`config.mk`:
```
export PLATFORM = sky130hd
export DESIGN_NAME = microwave_cook_ctrl
export DESIGN_NICKNAME = d
export VERILOG_FILES = /design/src/rtl/microwave_cook_ctrl.sv
export SDC_FILE = /design/constraint.sdc
export NUM_CORES = 1
export LEC_CHECK = 0
export ABC_AREA = 0
export CAP_MARGIN = 15
export CORE_MARGIN = 1
export CORE_UTILIZATION = 55
export DETAILED_ROUTE_END_ITERATION = 8
export HOLD_SLACK_MARGIN = 0.12
export PLACE_DENSITY = 0.82
export SLEW_MARGIN = 20
export SYNTH_ARGS = -nofsm -noshare
export SYNTH_HDL_FRONTEND = slang
export SYNTH_SLANG_ARGS = --single-unit
export TNS_END_PERCENT = 1
```
`constraint.sdc`:
```
create_clock -name clock_in -period 4.45 [get_ports clock_in]
set_input_delay 0.6675 -clock clock_in [delete_from_list [all_inputs] [get_ports clock_in]]
set_output_delay 0.6675 -clock clock_in [all_outputs]
set_load 0.01 [all_outputs]
```
`src/rtl/microwave_cook_ctrl.sv`:
```
// Microwave cooking sequencer: keeps the mm:ss cook time from the divided tick,
// interprets keypad and door, and drives magnetron, lamp, buzzer and display.
module microwave_cook_ctrl #(
  parameter int unsigned TICKS_PER_SEC = 10,
  parameter int unsigned QUICK_SECS    = 30,
  parameter int unsigned BEEP_SECS     = 3,
  parameter int unsigned MAX_MIN       = 99
) (
  input  logic       clock_in,
  input  logic       reset,
  input  logic       tick_clk,
  input  logic       btn_add_10s,
  input  logic       btn_add_min,
  input  logic       btn_start,
  input  logic       btn_stop,
  input  logic       door_open,
  output logic       magnetron_on,
  output logic       lamp_on,
  output logic       buzzer,
  output logic [6:0] min_o,
  output logic [5:0] sec_o,
  output logic [2:0] state_o
);

  typedef enum logic [2:0] {
    IDLE  = 3'd0,
    SET   = 3'd1,
    COOK  = 3'd2,
    PAUSE = 3'd3,
    DONE  = 3'd4
  } state_t;

  localparam int unsigned PW = (TICKS_PER_SEC > 1) ? $clog2(TICKS_PER_SEC) : 1;
  localparam int unsigned BW = (BEEP_SECS > 1) ? $clog2(BEEP_SECS) : 1;
  localparam logic [6:0]    MAX_M      = 7'(MAX_MIN);
  localparam logic [6:0]    QUICK_M    = 7'(QUICK_SECS / 60);
  localparam logic [5:0]    QUICK_S    = 6'(QUICK_SECS % 60);
  localparam logic [PW-1:0] PRESC_LAST = PW'(TICKS_PER_SEC - 1);
  localparam logic [BW-1:0] BEEP_LAST  = BW'(BEEP_SECS - 1);

  state_t        state, state_n;
  logic [6:0]    min_n;
  logic [5:0]    sec_n;
  logic [PW-1:0] presc, presc_n;
  logic [BW-1:0] beep, beep_n;
  logic [12:0]   t_cur;

  logic tick_s1, tick_s2, tick_d;
  logic add10_d, addm_d, start_d, stop_d;
  logic tick, e_add10, e_addm, e_start, e_stop, e_any, time_zero;

  assign tick      = tick_s2 & ~tick_d;
  assign e_add10   = btn_add_10s & ~add10_d;
  assign e_addm    = btn_add_min & ~addm_d;
  assign e_start   = btn_start & ~start_d;
  assign e_stop    = btn_stop & ~stop_d;
  assign e_any     = e_add10 | e_addm | e_start | e_stop;
  assign time_zero = (min_o == '0) && (sec_o == '0);
  assign state_o   = state;

  // Time arithmetic on packed {minutes, seconds}
  function automatic logic [12:0] add10_f(input logic [12:0] t);
    logic [6:0] m;
    logic [5:0] s;
    m = t[12:6];
    s = t[5:0];
    if (s >= 6'd50) begin
      if (m >= MAX_M) return {MAX_M, 6'd59};
      return {m + 7'd1, s - 6'd50};
    end
    return {m, s + 6'd10};
  endfunction

  function automatic logic [12:0] addmin_f(input logic [12:0] t);
    if (t[12:6] >= MAX_M) return t;
    return {t[12:6] + 7'd1, t[5:0]};
  endfunction

  function automatic logic [12:0] dec_f(input logic [12:0] t);
    if (t[5:0] == 6'd0) return {t[12:6] - 7'd1, 6'd59};
    return {t[12:6], t[5:0] - 6'd1};
  endfunction

  always_comb begin
    state_n = state;
    presc_n = presc;
    beep_n  = beep;
    t_cur   = {min_o, sec_o};
    unique case (state)
      IDLE: begin
        if (e_stop) begin
          t_cur = '0;
        end else if (e_start) begin
          if (!door_open) begin
            state_n = COOK;
            t_cur   = {QUICK_M, QUICK_S};
            presc_n = '0;
          end
        end else if (e_addm) begin
          state_n = SET;
          t_cur   = addmin_f(t_cur);
        end else if (e_add10) begin
          state_n = SET;
          t_cur   = add10_f(t_cur);
        end
      end
      SET: begin
        if (e_stop) begin
          state_n = IDLE;
          t_cur   = '0;
        end else if (e_start) begin
          if (!door_open) begin
            state_n = COOK;
            presc_n = '0;
          end
        end else if (e_addm) begin
          t_cur = addmin_f(t_cur);
        end else if (e_add10) begin
          t_cur = add10_f(t_cur);
        end
      end
      COOK: begin
        // Pausing swallows a coincident tick; otherwise the tick and add_min compose
        if (door_open || e_stop) begin
          state_n = PAUSE;
        end else if (time_zero) begin
          state_n = DONE;
          presc_n = '0;
          beep_n  = '0;
        end else begin
          if (tick) begin
            if (presc == PRESC_LAST) begin
              presc_n = '0;
              t_cur   = dec_f(t_cur);
            end else begin
              presc_n = presc + PW'(1);
            end
          end
          if (e_addm) t_cur = addmin_f(t_cur);
        end
      end
      PAUSE: begin
        if (e_stop) begin
          state_n = IDLE;
          t_cur   = '0;
        end else if (e_start && !door_open) begin
          state_n = COOK;
        end
      end
      DONE: begin
        t_cur = '0;
        if (door_open || e_any) begin
          state_n = IDLE;
        end else if (tick) begin
          if (presc == PRESC_LAST) begin
            presc_n = '0;
            if (beep == BEEP_LAST) state_n = IDLE;
            else beep_n = beep + BW'(1);
          end else begin
            presc_n = presc + PW'(1);
          end
        end
      end
      default: begin
        state_n = IDLE;
        t_cur   = '0;
      end
    endcase
    {min_n, sec_n} = t_cur;
  end

  always_ff @(posedge clock_in or posedge reset) begin
    if (reset) begin
      state        <= IDLE;
      min_o        <= '0;
      sec_o        <= '0;
      presc        <= '0;
      beep         <= '0;
      tick_s1      <= 1'b0;
      tick_s2      <= 1'b0;
      tick_d       <= 1'b0;
      add10_d      <= 1'b0;
      addm_d       <= 1'b0;
      start_d      <= 1'b0;
      stop_d       <= 1'b0;
      magnetron_on <= 1'b0;
      lamp_on      <= 1'b0;
      buzzer       <= 1'b0;
    end else begin
      state        <= state_n;
      min_o        <= min_n;
      sec_o        <= sec_n;
      presc        <= presc_n;
      beep         <= beep_n;
      tick_s1      <= tick_clk;
      tick_s2      <= tick_s1;
      tick_d       <= tick_s2;
      add10_d      <= btn_add_10s;
      addm_d       <= btn_add_min;
      start_d      <= btn_start;
      stop_d       <= btn_stop;
      // Outputs follow the next state so the heater drops together with 00:00
      magnetron_on <= (state_n == COOK) && ({min_n, sec_n} != '0);
      lamp_on      <= (state_n == COOK) || door_open;
      buzzer       <= (state_n == DONE);
    end
  end

endmodule

```
==> out/metrics.yaml, run 1 <==
status:
  status: "finished clean"
clock_network:
  h-tree-depth: 2
  post-cts-setup-buffers: 0
  clk_pin_slew_worst_paths_ns: 0.07
  clockBufferDepth: 2
  cts-buffers-inserted: 5
  post_cts_resized: 0
  clk_latency_ns: 0.29
  clockRootBuffer: "clkbuf_8"
  cts_sinks: 32
  cts_hold_buf: 0
  cts_tree: "yes"
worst_setup_path:
  r2r_setup_slack_ns: 0.72
  rr_startpoint: "sec_o[1]"
  critPathArrivalTime_ns: 3.89
  critPathMaxFanout: 9
  r2r_cells: 13
  endpoint_kind: "flip-flop"
  worstSetupPathType: "reg2reg"
  required_ns: 4.61
  cp-start-kind: "flip-flop"
  reg2reg_to: "magnetron_on"
finish:
  drive_gt1_share_pct: 6.84
  syn_to_final_growth_pct: 12.6
  final_nets: 399
  fillers: 488
  antenna_cells: 0
  register_area_um2: 801
  layout.cells.most_common: "nand2_1"
  final_cell_mix: "nand2_1 (34), dfrtp_1 (32), nor2_1 (29)"
  multi_input_comb_area_mm2: 0.00198
drt:
  postRouteWirelength_mm: 9.10
  ant_nets: 0
  viasPerCell: 6.82
  drt_iter0_drc: 367
  wl_per_cell_um: 20.2
  drc: 0
  vias: 3070
  firstDrtPassIters: 5
sta:
  finalCriticalPeriod_ns: 3.73
  setup_viol: 0
  worstMarginPinSlew_ns: 0.834
  slew_viol_final: 0
  slew_headroom_pct: 44.0
  fin_tns_setup_ns: 0
  hold_ws_ns: 0.362
  fin_skew_ns: 0.0155
  period_share_pct: 83.8
  finalWorstSetupSlack_ns: 0.722
  rsz0062_at_grt: "false"
  hold_viol_final: 0
  fmax_mhz: 268
logic_synthesis:
  ys.flop_type: "dfrtp_1"
  synth_enable_flop_cells: 0
  ys_seq_area_share_pct: 27.2
  syn_inst: 364
  async_reset_ff_share_pct: 100
  netlist_area_mm2: 0.00295
  syn_area_per_cell_um2: 8.09
  synthDistinctLibCells: 76
  synth_seq_cells: 32
  ys_warn_count: 0
  syn-num-nets: 384
floorplanning:
  start_util_pct: 57.3
  core_mm2: 0.00514
  ios: 27
  die_y_um: 75.2
  die_area_mm2: 0.00565
  die_w_um: 75.2
  fp-row-count: 26
grt:
  grt_max_degree: 33
  grt_pass1_vias: 2746
  antenna_found_initial: 0
  grt_pass1_wl_mm: 14.3
  gr-total-overflow: 0
  track_usage_pct: 34.3
place:
  routabilityCongestion: 1.04
  portBuffers: 26
  dp_hpwl_mm: 6.64
  dp_slack_ns: 0.782
worst_hold_path:
  holdPathEnd: "tick_s2"
  worstHoldStart: "tick_s1"
  holdPathStages: 0
  holdCritPathClass: "reg2reg"
power:
  total_power_mw: 1.70
  vdd_ir_drop_max_v: 0.000365
  total_leakage_power_nw: 1.30
  cellPowerDensity_mw_per_mm2: 512
run:
  maxCapViolations: 0
[cells in the mapped netlist, drive strengths merged, types with 3 or more instances]
library cell | instances | area share, %
nand3 | 12 | 2.0
o21ai | 12 | 2.0
o221ai | 3 | 0.89
nor4b | 4 | 1.4
o211ai | 3 | 0.76
or4 | 4 | 1.1
buf | 5 | 1.2
nand3b | 3 | 0.76
mux2i | 4 | 1.4
nand2b | 11 | 2.3
xor2 | 8 | 2.4
o22ai | 3 | 0.64
nor4 | 11 | 3.3
clkbuf | 17 | 2.2
o21a | 5 | 1.3
or3 | 3 | 0.64
xnor2 | 5 | 1.5
or2 | 3 | 0.64
nor2 | 29 | 3.7
a2111oi | 4 | 1.2
nand2 | 34 | 4.3
o31ai | 3 | 0.76
nor3 | 16 | 2.9
o41ai | 5 | 1.7
dfrtp | 32 | 27
inv | 17 | 2.2
and2 | 6 | 1.3
nor3b | 3 | 1.1
ha | 12 | 5.1
or3b | 3 | 0.98
nor2b | 6 | 1.3
a21oi | 23 | 3.9
nand4 | 11 | 2.3
a41oi | 4 | 1.4
[per-stage QoR]
step / area, um^2 / instances / utilization (%)
floorplan: 2950 / 364 / -
global placement: 3220 / 442 / 62.7
detailed placement: 3220 / 442 / 62.7
CTS: 3320 / 450 / 64.5
global route: 3320 / 450 / 64.5
finish: 3320 / 450 / 64.5
[area by class of cell]
cell class / count / share of cell area (%)
inverter: 17 / 1.92
sequential: 32 / 24.2
clock buffer: 6 / 2.49
timing repair buffer: 30 / 8.75
tap: 70 / 2.64
clock inverter: 2 / 0.302
multi-input combinational: 293 / 59.7
[power by group]
| group | internal [mW] | switching (mW) | leakage, nW | total [mW] |
|---|---|---|---|---|
| Clock | 0.124 | 0.121 | 0.0510 | 0.244 |
| Combinational | 0.395 | 0.561 | 0.833 | 0.956 |
| Sequential | 0.346 | 0.152 | 0.417 | 0.498 |
| Total | 0.865 | 0.834 | 1.30 | 1.70 |
[flip-flops by register name, indices dropped and copies added (netlist names)]
name,flops
min_o,7
sec_o,6
presc,4
state_o,3
beep,2
add10_d,1
addm_d,1
buzzer,1
lamp_on,1
magnetron_on,1
start_d,1
stop_d,1
tick_d,1
tick_s1,1
tick_s2,1
[worst max-delay path by stage]
stage | startpoint | slack [ns] | cells past startpoint | endpoint
final | sec_o[1] | 0.72 | 13 | magnetron_on
after global routing | sec_o[1] | 0.44 | 13 | magnetron_on
after CTS | sec_o[1] | 0.77 | 13 | magnetron_on
after detailed placement | sec_o[1] | 0.78 | 13 | magnetron_on
after floorplan | sec_o[1] | 1.33 | 13 | magnetron_on
after global placement | sec_o[1] | 0.79 | 13 | magnetron_on
[metal layers]
layer	up-vias	global-route usage [%]	share of wire, %
li1	1406	-	-
met3	21	7.36	9.9
met5	-	0	0
met4	0	10.1	1.8
met1	1436	47.4	42
met2	207	54.0	46
[critical path, cell delays in order, from the launching register on]
cell and delay (ns):
dfrtp_1 0.50, inv_1 0.18, ha_1 0.29, or3b_4 0.43, nor4_4 0.41, xnor2_1 0.20, inv_1 0.09, ha_1 0.21
nor2_1 0.09, nand4_1 0.24, a311oi_1 0.33, a2bb2oi_1 0.12, nor4_2 0.39, a21oi_1 0.12
[kinds of logic after synthesis]
group	after synthesis	share of synthesized area (%)
DFF	32	27.2
and+or+nand+nor	166	32.1
AOI/OAI and AO/OA	96	24.1
adders and majority gates	13	5.44
xor gates and xnor gates	13	3.87
buffers and inverters	39	5.56
muxes	5	1.74
Note: power is estimated with default switching activity, not from simulation.
==> inputs of run 2 (changes only) <==
--- a/config.mk
+++ b/config.mk
@@ -8,7 +8,7 @@
 export ABC_AREA = 0
 export CAP_MARGIN = 15
 export CORE_MARGIN = 1
-export CORE_UTILIZATION = 55
+export CORE_UTILIZATION = 53
 export DETAILED_ROUTE_END_ITERATION = 8
 export HOLD_SLACK_MARGIN = 0.12
 export PLACE_DENSITY = 0.82
==> constraint.sdc (replaced) <==
create_clock -name clock_in -period 3.02 [get_ports clock_in]
set_input_delay 0.453 -clock clock_in [delete_from_list [all_inputs] [get_ports clock_in]]
set_output_delay 0.453 -clock clock_in [all_outputs]
set_load 0.01 [all_outputs]
==> out/metrics.yaml, run 2 (synthesis results as in run 1) <==
power:
  pwr-share-clk_pct: 10.9  # was 14.4%
  vdd_ir_drop_max_v: 0.000602  # was 0.000365 V
  power_frac_comb_pct: 67.4  # was 56.3%
  cellPowerDensity_mw_per_mm2: 740  # was 512 mW/mm^2
  intPower_mw: 1.59  # was 865 uW
  total_leakage_power_nw: 1.68  # was 1.30 nW
  switchingPower_mw: 1.33  # was 834 uW
  swShare_pct: 45.5  # was 49.1%
  power_frac_seq_pct: 21.7  # was 29.3%
place:
  place_inst: 510  # was 442
  dp_slack_ns: -0.219  # was 0.782 ns
  routabilityCongestion: 0.984  # was 1.04
  dp_hpwl_mm: 7.85  # was 6.64 mm
  placed_area_mm2: 0.00373  # was 0.00322 mm^2
  portBuffers: 26  # unchanged
floorplanning:
  core_mm2: 0.00524  # was 0.00514 mm^2
  fp-row-count: 26  # unchanged
  die_y_um: 76.5  # was 75.2 um
  die_w_um: 76.5  # was 75.2 um
  ios: 27  # unchanged
  die_area_mm2: 0.00586  # was 0.00565 mm^2
  start_util_pct: 56.2  # was 57.3%
grt:
  grt_pass1_wl_mm: 16.1  # was 14.3 mm
  grt_max_degree: 19  # was 33
  track_usage_pct: 35.1  # was 34.3%
  gr-total-overflow: 0  # unchanged
  antenna_found_initial: 0  # unchanged
  grt_pass1_vias: 3242  # was 2746
sta:
  finalCriticalPeriod_ns: 3.05
  hold_viol_final: 0  # unchanged
  rsz0062_at_grt: "true"  # was false
  fmax_mhz: 328
  fin_skew_ns: 0.00403  # was 0.0155 ns
  slew_headroom_pct: 43.0  # was 44.0%
  setup_viol: 1  # was 0
  period_share_pct: 101
  finalWorstSetupSlack_ns: -0.0277  # was 0.722 ns
  worstMarginPinSlew_ns: 0.849  # was 0.834 ns
  slew_viol_final: 0  # unchanged
worst_setup_path:
  critPathArrivalTime_ns: 3.22  # was 3.89 ns
  reg2reg_to: "magnetron_on"  # unchanged
  cp_cell_sequence: "clkdlybuf4s50_1 -> nor2b_1 -> nor3_1 -> o21ai_1 -> o41ai_1 -> o22ai_1 -> nor4_1 -> buf_4 -> o2111a_1 -> a21oi_1"  # was inv_1 -> ha_1 -> or3b_4 -> nor4_4 -> xnor2_1 -> inv_1 -> ha_1 -> nor2_1 -> nand4_1 -> a311oi_1 -> a2bb2oi_1 -> nor4_2 -> a21oi_1
  r2r_setup_slack_ns: 0.02  # was 0.72 ns
  cp_slowest_cell: "nor3_1"  # was dfrtp_1
  r2r_cells: 14  # was 13
  max_stage_delay_ns: 0.70  # was 0.50 ns
  rr_startpoint: "sec_o[1]"  # unchanged
  worstSetupPathType: "in2reg"  # was reg2reg
  endpoint_kind: "flip-flop"  # unchanged
  critPathMaxFanout: 5  # was 9
  cp-start-kind: "primary input"  # was flip-flop
  required_ns: 3.19  # was 4.61 ns
drt:
  ant_nets: 0  # unchanged
  drc: 0  # unchanged
  firstDrtPassIters: 5  # unchanged
  vias: 3421  # was 3070
  postRouteWirelength_mm: 10.1  # was 9.10 mm
  viasPerCell: 6.48  # was 6.82
  drt_iter0_drc: 376  # was 367
  wl_per_cell_um: 19.1  # was 20.2 um
status:
  failed_checks: "negative setup slack"
  status: "finished, violations left"  # was finished clean
worst_hold_path:
  holdCritPathClass: "reg2reg"  # unchanged
  holdPathEnd: "tick_s2"  # unchanged
  holdPathStages: 0  # unchanged
  worstHoldStart: "tick_s1"  # unchanged
finish:
  syn_to_final_growth_pct: 33.9  # was 12.6%
  antenna_cells: 0  # unchanged
  fin_area_mm2: 0.00394  # was 0.00332 mm^2
  final_cells: 528  # was 450
  top_regs: "min_o: 7 flops, sec_o: 6 flops, presc: 4 flops"  # unchanged
  drive_gt1_share_pct: 25.1  # was 6.84%
  largest_register_ffs: 7  # unchanged
  final_nets: 478  # was 399
  layout.cells.most_common: "buf_4"  # was nand2_1
  final_cell_mix: "buf_4 (83), nand2_1 (34), dfrtp_1 (31)"  # was nand2_1 (34), dfrtp_1 (32), nor2_1 (29)
  top_register: "min_o"  # unchanged
clock_network:
  h-tree-depth: 2  # unchanged
  cts_hold_buf: 0  # unchanged
  cts_tree: "yes"  # unchanged
  cts-buffers-inserted: 5  # unchanged
  clk_latency_ns: 0.29  # about the same
  cts_sinks: 32  # unchanged
  clockBufferDepth: 2  # unchanged
  clk_pin_slew_worst_paths_ns: 0.07  # about the same
  clockRootBuffer: "clkbuf_8"  # unchanged
run:
  maxCapViolations: 0  # unchanged
## run 2: metrics by stage
stage          TNS (ns)  power [mW]  util [%]  hold slack (ns)
6_report        -0.0277        2.92      75.3            0.349
5_1_grt          -0.140        3.08      75.3            0.377
4_1_cts               0        2.82      73.8            0.350
3_5_place_dp     -0.219        2.45      71.3            0.335
3_3_place_gp     -0.221        2.42      71.3            0.333
2_1_floorplan         0        1.65         -            0.331
## run 2: final cells by class
cell class / count / area [um^2]
clock buffer: 5 / 68.8
timing repair buffer: 109 / 883
sequential: 32 / 802
fill: 412 / 1290
tap: 70 / 87.6
multi-input combinational: 293 / 2030
clock inverter: 2 / 12.5
inverter: 17 / 63.8
## run 2: critical path: cells and delay by family
kind | cells | cell delay (ns)
AO/OA/AOI/OAI | 5 | 0.97
AND/OR/NAND/NOR | 3 | 1.20
buffers and inverters | 2 | 0.62
## run 2: what timing repair did
| item | in CTS | in global routing |
|---|---|---|
| buffers inserted | 2 | 9 |
| resized for setup | 7 | 4 |
| pin swaps | 6 | 7 |
| endpoints found under the setup margin | 1 | 2 |
| gates cloned | 0 | 0 |
## run 2: metal layers
metal | global-route usage [%] | part of all wire, % | vias to the layer above
met1 | 46.8 | 41 | 1608
met5 | 0 | 0 | -
met2 | 56.8 | 46 | 213
met3 | 5.39 | 9.1 | 31
li1 | - | - | 1569
met4 | 14.0 | 3.3 | 0
## run 2: power by group through the flow
stage | Sequential (mW) | Clock, mW | Combinational (mW)
after floorplan | 0.623 | 0 | 1.03
after CTS | 0.630 | 0.328 | 1.86
after detailed placement | 0.639 | 0 | 1.81
after global placement | 0.633 | 0 | 1.79
after global routing | 0.644 | 0.347 | 2.09
final | 0.635 | 0.318 | 1.97
## run 2: worst max path at each step
| stage | slack [ns] | startpoint | endpoint | depth (start not counted) |
|---|---|---|---|---|
| 2_1_floorplan | 0.01 | sec_o[1] | magnetron_on | 13 |
| 4_1_cts | 0.002 | sec_o[1] | magnetron_on | 13 |
| 5_1_grt | -0.11 | sec_o[1] | magnetron_on | 14 |
| 3_5_place_dp | -0.22 | btn_start | magnetron_on | 10 |
| 6_report | -0.03 | btn_start | magnetron_on | 10 |
| 3_3_place_gp | -0.22 | btn_add_10s | magnetron_on | 10 |
